`src/rtl/psi_seq_merge_if.sv`:
```
// Stream bundle for psi_seq_merge: the element input stream and the
// intersection output stream, both valid/ready handshaked.
interface psi_seq_merge_if #(
    parameter int W = 32
);
    logic         in_valid;
    logic         in_ready;
    logic [W-1:0] in_data;
    logic         out_valid;
    logic         out_ready;
    logic [W-1:0] out_data;
    logic         out_last;

    // Producer of elements / consumer of the intersection
    modport master (
        output in_valid, in_data, out_ready,
        input  in_ready, out_valid, out_data, out_last
    );

    // The merge engine
    modport slave (
        input  in_valid, in_data, out_ready,
        output in_ready, out_valid, out_data, out_last
    );
endinterface

```
`src/rtl/psi_seq_merge.sv`:
```
// psi_seq_merge: sequential private-set-intersection engine.
// Party 0 is loaded into a K-entry buffer; each following party is merged
// against it with a two-pointer walk that compacts matches in place
// (wr never overtakes rd). The surviving elements are streamed out.
// Optional feature: define PSI_ORDER_CHECK_EN to flag non-ascending input
// through the sticky order_err output; otherwise order_err is tied low.
module psi_seq_merge #(
    parameter int W = 32,
    parameter int K = 16,
    parameter int N = 4
) (
    input  logic                   clk,
    input  logic                   rst_n,
    input  logic                   start,
    psi_seq_merge_if.slave         s,
    output logic [$clog2(K+1)-1:0] out_count,
    output logic                   busy,
    output logic                   done,
    output logic                   order_err
);
    localparam int CW = $clog2(K + 1);
    localparam int AW = (K > 1) ? $clog2(K) : 1;
    localparam int PW = $clog2(N + 1);

    typedef enum logic [2:0] {
        S_IDLE  = 3'd0,
        S_LOAD  = 3'd1,
        S_MERGE = 3'd2,
        S_EMIT  = 3'd3,
        S_DONE  = 3'd4
    } state_t;

    state_t          state_q, state_d;
    logic [CW-1:0]   cnt_q, cnt_d;
    logic [CW-1:0]   rd_q, rd_d;
    logic [CW-1:0]   wr_q, wr_d;
    logic [CW-1:0]   acc_q, acc_d;
    logic [PW-1:0]   p_q, p_d;
    logic [CW-1:0]   out_count_q, out_count_d;
    logic [W-1:0]    buf_q [K];

    logic            buf_we_s;
    logic [AW-1:0]   buf_widx_s;
    logic [W-1:0]    x_s;
    logic [W-1:0]    head_s;
    logic            have_s;
    logic [CW-1:0]   wr_n_s;
    logic            in_ready_s;
    logic            out_valid_s;
    logic [W-1:0]    out_data_s;
    logic            out_last_s;

    // Next-state and output decode for the load/merge/emit sequence
    always_comb begin
        state_d     = state_q;
        cnt_d       = cnt_q;
        rd_d        = rd_q;
        wr_d        = wr_q;
        acc_d       = acc_q;
        p_d         = p_q;
        out_count_d = out_count_q;
        buf_we_s    = 1'b0;
        buf_widx_s  = wr_q[AW-1:0];
        x_s         = s.in_data;
        head_s      = buf_q[rd_q[AW-1:0]];
        have_s      = (rd_q < cnt_q);
        wr_n_s      = wr_q;
        in_ready_s  = 1'b0;
        out_valid_s = 1'b0;
        out_data_s  = {W{1'b0}};
        out_last_s  = 1'b0;

        case (state_q)
            S_IDLE: begin
                if (start) begin
                    state_d     = S_LOAD;
                    cnt_d       = '0;
                    rd_d        = '0;
                    wr_d        = '0;
                    acc_d       = '0;
                    p_d         = '0;
                    out_count_d = '0;
                end else begin
                    state_d = S_IDLE;
                end
            end
            S_LOAD: begin
                in_ready_s = 1'b1;
                if (s.in_valid) begin
                    buf_we_s = 1'b1;
                    wr_d     = wr_q + CW'(1);
                    acc_d    = acc_q + CW'(1);
                    if (acc_q == CW'(K - 1)) begin
                        cnt_d   = CW'(K);
                        rd_d    = '0;
                        wr_d    = '0;
                        acc_d   = '0;
                        p_d     = PW'(1);
                        state_d = S_MERGE;
                    end else begin
                        state_d = S_LOAD;
                    end
                end else begin
                    state_d = S_LOAD;
                end
            end
            S_MERGE: begin
                if (have_s && (head_s < x_s)) begin
                    // Buffer head is behind the offered element: skip it
                    // without consuming the input.
                    in_ready_s = 1'b0;
                    if (s.in_valid) begin
                        rd_d = rd_q + CW'(1);
                    end else begin
                        rd_d = rd_q;
                    end
                end else begin
                    in_ready_s = 1'b1;
                    if (s.in_valid) begin
                        if (have_s && (head_s == x_s)) begin
                            buf_we_s = 1'b1;
                            wr_n_s   = wr_q + CW'(1);
                            rd_d     = rd_q + CW'(1);
                        end else begin
                            wr_n_s   = wr_q;
                        end
                        wr_d  = wr_n_s;
                        acc_d = acc_q + CW'(1);
                        if (acc_q == CW'(K - 1)) begin
                            cnt_d = wr_n_s;
                            rd_d  = '0;
                            wr_d  = '0;
                            acc_d = '0;
                            p_d   = p_q + PW'(1);
                            if (p_q == PW'(N - 1)) begin
                                state_d = (wr_n_s == '0) ? S_DONE : S_EMIT;
                            end else begin
                                state_d = S_MERGE;
                            end
                        end else begin
                            state_d = S_MERGE;
                        end
                    end else begin
                        state_d = S_MERGE;
                    end
                end
            end
            S_EMIT: begin
                if (have_s) begin
                    out_valid_s = 1'b1;
                    out_data_s  = head_s;
                    out_last_s  = (rd_q == (cnt_q - CW'(1)));
                    if (s.out_ready) begin
                        rd_d    = rd_q + CW'(1);
                        state_d = out_last_s ? S_DONE : S_EMIT;
                    end else begin
                        state_d = S_EMIT;
                    end
                end else begin
                    state_d = S_DONE;
                end
            end
            S_DONE: begin
                state_d = S_IDLE;
            end
            default: begin
                state_d = S_IDLE;
            end
        endcase

        // Latch the result size as the done pulse begins
        if ((state_d == S_DONE) && (state_q != S_DONE)) begin
            out_count_d = cnt_d;
        end else begin
            out_count_d = out_count_d;
        end
    end

    // Control state registers
    always_ff @(posedge clk or negedge rst_n) begin
        if (!rst_n) begin
            state_q     <= S_IDLE;
            cnt_q       <= '0;
            rd_q        <= '0;
            wr_q        <= '0;
            acc_q       <= '0;
            p_q         <= '0;
            out_count_q <= '0;
        end else begin
            state_q     <= state_d;
            cnt_q       <= cnt_d;
            rd_q        <= rd_d;
            wr_q        <= wr_d;
            acc_q       <= acc_d;
            p_q         <= p_d;
            out_count_q <= out_count_d;
        end
    end

    // Intersection buffer; contents are meaningless outside a run
    always_ff @(posedge clk) begin
        if (buf_we_s) begin
            buf_q[buf_widx_s] <= x_s;
        end
    end

`ifdef PSI_ORDER_CHECK_EN
    logic         err_q, err_d;
    logic [W-1:0] prev_q, prev_d;
    logic         fire_s;

    // Sticky detection of a descending step within one party's elements
    always_comb begin
        err_d  = err_q;
        prev_d = prev_q;
        fire_s = in_ready_s & s.in_valid;
        if ((state_q == S_IDLE) && start) begin
            err_d = 1'b0;
        end else if (fire_s) begin
            if ((acc_q != '0) && (x_s < prev_q)) begin
                err_d = 1'b1;
            end else begin
                err_d = err_q;
            end
            prev_d = x_s;
        end else begin
            err_d = err_q;
        end
    end

    // Ordering-check registers
    always_ff @(posedge clk or negedge rst_n) begin
        if (!rst_n) begin
            err_q  <= 1'b0;
            prev_q <= {W{1'b0}};
        end else begin
            err_q  <= err_d;
            prev_q <= prev_d;
        end
    end

    assign order_err = err_q;
`else
    assign order_err = 1'b0;
`endif

    assign s.in_ready  = in_ready_s;
    assign s.out_valid = out_valid_s;
    assign s.out_data  = out_data_s;
    assign s.out_last  = out_last_s;
    assign out_count   = out_count_q;
    assign busy        = (state_q != S_IDLE);
    assign done        = (state_q == S_DONE);
endmodule

```
`src/flat_wrapper.sv`:
```
// flat-port wrapper written by rule: the top's interface ports become plain ports
module psi_seq_merge_flat 
#(
    parameter int W = 32,
    parameter int K = 16,
    parameter int N = 4
)
  (clk, rst_n, start, out_count, busy, done, order_err, s_in_valid, s_in_data, s_out_ready, s_in_ready, s_out_valid, s_out_data, s_out_last);
  psi_seq_merge_if #(.W(W)) s_i ();
  input  logic clk;
  input  logic rst_n;
  input  logic start;
  output logic [$clog2(K+1)-1:0] out_count;
  output logic busy;
  output logic done;
  output logic order_err;
  input wire logic [$bits(s_i.in_valid)-1:0] s_in_valid;
  input wire logic [$bits(s_i.in_data)-1:0] s_in_data;
  input wire logic [$bits(s_i.out_ready)-1:0] s_out_ready;
  output wire logic [$bits(s_i.in_ready)-1:0] s_in_ready;
  output wire logic [$bits(s_i.out_valid)-1:0] s_out_valid;
  output wire logic [$bits(s_i.out_data)-1:0] s_out_data;
  output wire logic [$bits(s_i.out_last)-1:0] s_out_last;
  assign s_i.in_valid = s_in_valid;
  assign s_i.in_data = s_in_data;
  assign s_i.out_ready = s_out_ready;
  assign s_in_ready = s_i.in_ready;
  assign s_out_valid = s_i.out_valid;
  assign s_out_data = s_i.out_data;
  assign s_out_last = s_i.out_last;
  psi_seq_merge #(.W(W), .K(K), .N(N)) u_core (.clk(clk), .rst_n(rst_n), .start(start), .s(s_i), .out_count(out_count), .busy(busy), .done(done), .order_err(order_err));
endmodule
```
`config.mk`:
```
export PLATFORM = sky130hd
export DESIGN_NAME = psi_seq_merge_flat
export DESIGN_NICKNAME = d
export VERILOG_FILES = /design/src/rtl/psi_seq_merge_if.sv /design/src/rtl/psi_seq_merge.sv /design/src/flat_wrapper.sv
export SDC_FILE = /design/constraint.sdc
export NUM_CORES = 1
export LEC_CHECK = 0
export ABC_CLOCK_PERIOD_IN_PS = 14600
export BUFFER_PORTS_ARGS = -buffer_cell sky130_fd_sc_hd__buf_4
export CORE_MARGIN = 2
export CORE_UTILIZATION = 35
export DETAILED_ROUTE_END_ITERATION = 8
export MAX_ROUTING_LAYER = met4
export PLACE_DENSITY_LB_ADDON = 0.05
export SLEW_MARGIN = 20
export SYNTH_ARGS = -nofsm -noshare
export SYNTH_HDL_FRONTEND = slang
export SYNTH_SLANG_ARGS = --single-unit
```
`constraint.sdc`:
```
create_clock -name clk -period 14.6 [get_ports clk]
set_input_delay 0.73 -clock clk [delete_from_list [all_inputs] [get_ports clk]]
set_output_delay 0.73 -clock clk [all_outputs]
set_load 0.005 [all_outputs]
```
Word-level counts from Yosys, hierarchy flattened
Memories as Yosys holds them, arrays and structs flattened. Cells that the tools add are included.

Memory bits (writable): 512. Output and inout port bits: 43. Bits of input ports: 37. Word-level logic and storage cells: 117. Flip-flop bits (word level): 31. Memories: 1.

Memories: u_core.buf_q (words 16, width 32, rd ports 1, clocked after memory_dff 0, wr ports 1, RTL line psi_seq_merge.sv:40) `logic [W-1:0] buf_q [K];`.

$add $sub $neg: 5. Reductions and logical operators: 15. Eq/ne operators: 19. Mux-type cells: 68. Order comparisons: 2.

Operators by type and width (count): $mux 5 (30); $mux 32 (2); $pmux 5 s3 (3); $mux 3 (14); $eq 32x32->1 (1); $lt 32x32->1 (1); $pmux 5 s4 (1); $add 5x1->5 const B (3); $mux 1 (12); $pmux 3 s4 (1); $ne 2x2->1 const B (5); $eq 3x2->1 const B (3); $pmux 3 s3 (1); $reduce_and 8->1 (1); $reduce_and 7->1 (1); $eq 3x3->1 const B (2); $ne 2x1->1 const B (3); $reduce_bool 3->1 (2); $eq 5x4->1 const B (1); $eq 5x5->1 (1); $logic_not 5->1 (1); $lt 5x5->1 (1); $reduce_and 5->1 (1); $sub 5x1->5 const B (1); 12 further kinds (17).

Depth between registers and ports, before layout
An unclocked memory read counts as a cell.

Word-level depth: 18. Gate-level depth with buffers: 19. Depth with buffers taken out: 15.

Worst setup path after synthesis
OpenSTA, ideal clock, no wires.

Path type: register to register. Start: register u_core.rd_q[0]. End: memory u_core.buf_q[6][0], enable pin. Buffers on the path: 3. Slack: 7.975 ns. Arrival: 6.157 ns. Period minus slack after synthesis: 6.625 ns. Stages on the path, launching flop included: 16. Required time: 14.132 ns. Library setup time: 0.468 ns. Path through: dfrtp_1 -> clkbuf_1 -> buf_2 -> buf_1 -> mux4_2 -> a22oi_1 -> nand2_1 -> ha_1 -> nand4_2 -> nor4_4 -> inv_2 -> a31oi_4 -> nor2_4 -> o31ai_2 -> nand3_1 -> nor3b_1.

Longest elaborated chain between the ends: 9. Elaborated cells between the ends (all ways): 12. Those cells by class: 2 x order compare; 1 x eq/ne; 6 x mux; 2 x reduce/logical; 1 x memory.

Ends and longest elaborated chain: start, declared (RTL line psi_seq_merge.sv:35) `logic [CW-1:0] rd_q, rd_d;`; start signal, assigned (RTL line psi_seq_merge.sv:192) `rd_q <= rd_d;`; branches (longest 5 deep; another with $mem_v2 16x32); $mux 1 * (RTL line psi_seq_merge.sv:108) `if (have_s && (head_s < x_s)) begin`; $pmux 1 s2 * (RTL line psi_seq_merge.sv:73) `case (state_q)`; $mux 1 * (RTL line psi_seq_merge.sv:202) `if (buf_we_s) begin`; $mux 1 (implied by the code) * (RTL line psi_seq_merge.sv:203) `buf_q[buf_widx_s] <= x_s;`; end, declared (RTL line psi_seq_merge.sv:40).

Every way passes the cells marked *.

Final worst setup path
Start: register u_core.rd_q[1]. End: memory u_core.buf_q[6][29], enable pin.

The elaborated chain is that of the path after synthesis.

==> results.sh <==
export IMPL_grt_pass1_wl_um=89200
export IMPL_min_period_ns=7.62
export IMPL_dr_pass1_iters=5
export IMPL_drv_slew=0
export IMPL_nFillCells=5855
export IMPL_cts_tree="done"
export IMPL_p_comb_share_pct=17.4
export IMPL_clock_sinks=543
export IMPL_finalSetupTns_ns=0
export IMPL_clkTransAtPathRegs_ns=0.06
export IMPL_syn2layout_area_growth_pct=15.4
export IMPL_ys_types=77
export IMPL_grt_max_degree=123
export IMPL_cp_max_fo=37
export IMPL_place_gp_congestion=0.753
export IMPL_core_mm2=0.0646
export IMPL_yosysSeqAreaShare_pct=70.5
export IMPL_setup_violations=0
export IMPL_endpoint="u_core.buf_q[6][29]"
export IMPL_worstPathCellList="buf_4 > and2_2 > buf_4 > a221oi_1 > o21ai_0 > nand2_1 > ha_1 > nand4_2 > nor4_4 > inv_2 > a31oi_4 > nor2_4 > o31ai_2 > nand3_1 > nor3b_2 > buf_4"
export IMPL_critPathCaptureType="flip-flop"
export IMPL_register_area_mm2=0.0162
export IMPL_synth_area_leaders="edfxtp_1 67%, mux4_2 6.3%, mux2i_1 4.5%, dfrtp_1 3.4%, ha_1 2.5%"
export IMPL_peakVddDrop_uv=91.5
export IMPL_initial_core_util_pct=35.5
export IMPL_drc=0
export IMPL_crit_type="reg2reg"
export IMPL_required_ns=14.85
export IMPL_dieArea_mm2=0.0675
export IMPL_cp_common_cell="buf_4"
export IMPL_crit_arrival_ns=7.88
export IMPL_fmax_mhz=131
export IMPL_gr_total_overflow=0
export IMPL_syn_nets=1450
export IMPL_io_buffer_count=78
export IMPL_worstMarginPinSlew_ns=1.06
export IMPL_placedInstanceArea_mm2=0.0245
export IMPL_period_share_pct=52.2
export IMPL_cp_top_family="simple AND/OR/NAND/NOR gates"
export IMPL_yosysTopAreaCell="edfxtp_1"
export IMPL_dp_slack_ns=6.88
export IMPL_grtUsageTotal_pct=18.7
export IMPL_pwr_share_seq_pct=46.8
export IMPL_swShare_pct=27.2
export IMPL_p_sw_mw=1.12
export IMPL_clockRootBuffer="clkbuf_16"
export IMPL_status="finished, final reports clean"
export IMPL_slowest_stage="dfrtp_4"
export IMPL_crit_start="u_core.rd_q[1]"
export IMPL_drtAntennaViolNets=0
export IMPL_critical_path_max_stage_delay_ns=0.88
export IMPL_routed_wl_um=60600
export IMPL_synthCells=1367
export IMPL_synth_edff_count=512
export IMPL_syn_area_mm2=0.0229
export IMPL_hold_class="in2async"
export IMPL_crit_buf_inv=4
export IMPL_die_w_um=260
export IMPL_synth_most_common_cell="edfxtp_1"
export IMPL_drt_iter0_markers=911
export IMPL_clock_latency_ns=0.63
export IMPL_maxCapViolCount=0
export IMPL_final_nets=1549
export IMPL_cp_num_cells=16
export IMPL_async_reset_ff_share_pct=5.71
export IMPL_hold_viol=0
export IMPL_place_hpwl_um=35400
export IMPL_critPathLaunchType="flip-flop"
export IMPL_fin_hold_ws_ns=0.0557
export IMPL_rsz0062_at_grt="false"
export IMPL_cts_repair_resized=0
export IMPL_numCtsBuffers=60
export IMPL_ctsHtreeMaxLevel=2
export IMPL_synth_top_area_share_pct=67.1
export IMPL_regToRegStartpoint="u_core.rd_q[1]"
export IMPL_stdcell_area_mm2=0.0264
export IMPL_ff2ff_setup_slack_ns=6.98
export IMPL_vias=12400
export IMPL_relSlewSlack_pct=29.0
export IMPL_drive_above_1_share_pct=22.0
export IMPL_r2r_end="u_core.buf_q[6][29]"
export IMPL_grt_pass1_vias=12800
export IMPL_cellPowerDensity_mw_per_mm2=155
export IMPL_hold_buffers=0
export IMPL_syn_avg_cell_area_um2=16.8
export IMPL_antenna_found_initial=2
export IMPL_layout_setup_ws_ns=6.98
export IMPL_rows=93
export IMPL_multiInputGateArea_mm2=0.00634
export IMPL_wl_per_cell_um=25.6
export IMPL_ys_flop_type="edfxtp_1"
export IMPL_p_leak_nw=8.68
export IMPL_fin_skew_ns=0.0217
export IMPL_post_cts_buffers=0
export IMPL_reg2reg_depth=16
export IMPL_power_internal_mw=2.99
export IMPL_io_pins=80
export IMPL_ys_ff_latch=543
export IMPL_synth_common_cells="512 x edfxtp_1, 103 x mux2i_1, 89 x a21oi_1, 74 x nand2_1, 69 x o21ai_0"
export IMPL_viasPerCell=5.26
export IMPL_die_y_um=260
export IMPL_cts_max_path_buffers=3
export IMPL_ys_warn_count=0
export IMPL_p_clk_share_pct=35.8
## how the worst min path moves through the flow
stage	from	to	slack, ns	depth (start not counted)
after global placement	u_core.p_q[2]	u_core.p_q[2]	0.47	2
after CTS	rst_n	u_core.state_q[1]	0.03	1
after floorplan	rst_n	u_core.acc_q[0]	0.43	0
after global routing	rst_n	u_core.state_q[1]	0.05	1
final	rst_n	u_core.state_q[1]	0.06	1
after detailed placement	u_core.p_q[1]	u_core.p_q[1]	0.48	2
## stage by stage
stage	power, mW	cells	util (%)
after floorplan	2.42	1367	-
after global placement	2.69	2259	38.0
after detailed placement	2.69	2259	38.0
after CTS	4.17	2366	40.9
after global routing	4.29	2367	40.9
final	4.11	2367	40.9
## worst reg2reg max path, cell delays in order, from the launching register on
cell and delay (ns):
dfrtp_4 0.88, buf_4 0.66, and2_2 0.64, buf_4 0.47, a221oi_1 0.18, o21ai_0 0.27
nand2_1 0.12, ha_1 0.32, nand4_2 0.22, nor4_4 0.55, inv_2 0.08, a31oi_4 0.23
nor2_4 0.10, o31ai_2 0.66, nand3_1 0.39, nor3b_2 0.88, buf_4 0.57
## power groups by stage
stage          registers (mW)  logic (mW)  clock network, mW
2_1_floorplan            1.91       0.501                  0
3_3_place_gp             1.95       0.733                  0
3_5_place_dp             1.96       0.734                  0
4_1_cts                  1.92       0.735               1.51
5_1_grt                  1.94       0.786               1.57
6_report                 1.92       0.714               1.47
## layer usage
metal | vias up | global-route usage (%) | wire length, um
li1 | 5652 | - | -
met1 | 6526 | 25.7 | 28500
met2 | 199 | 29.4 | 29000
met3 | 70 | 2.78 | 2050
met4 | 0 | 4.10 | 1040
met5 | - | - | 0
## registers in the layout (all words and copies together) (netlist names)
| register | count |
|---|---|
| u_core.out_count | 5 |
| u_core.acc_q | 5 |
| u_core.wr_q | 5 |
| u_core.rd_q | 5 |
| u_core.buf_q | 512 |
| u_core.state_q | 3 |
| u_core.p_q | 3 |
| u_core.cnt_q | 5 |
## cell families (layout without fill, tap and decap cells)
| kind of cell | after synthesis | after routing | synth area share (%) |
|---|---|---|---|
| DFF | 543 | 543 | 70.5 |
| AOI/OAI and AO/OA | 275 | 275 | 7.87 |
| muxes | 198 | 198 | 12.4 |
| and+or+nand+nor | 179 | 179 | 4.24 |
| buffers and inverters | 114 | 258 | 1.99 |
| adders and majority gates | 46 | 46 | 2.51 |
| xor gates and xnor gates | 11 | 11 | 0.454 |
| other | 1 | 2 | 0.0164 |
## cells in the final DEF (no fill, tap or decap), types with 33 or more instances in the layout
cell type  synthesis  routed
edfxtp_1         512     512
a22oi_1           33      33
a21oi_1           89      89
clkbuf_16          0      61
buf_4              1     101
ha_1              46      46
mux2i_1          103     103
a221oi_1          33      33
inv_1             48      48
nand2_1           74      74
o21ai_0           69      69
mux4_2            64      64
## final cells by class
type                            count  area share [%]
Sequential cell                   543            61.1
Multi-Input combinational cell    710            24.0
Clock buffer                       72            5.97
Tap cell                          855            4.05
Timing Repair Buffer              102            2.94
Clock inverter                     35            1.18
Inverter                           49           0.696
Antenna cell                        1         0.00947
Power figures use the tool's default switching activity.
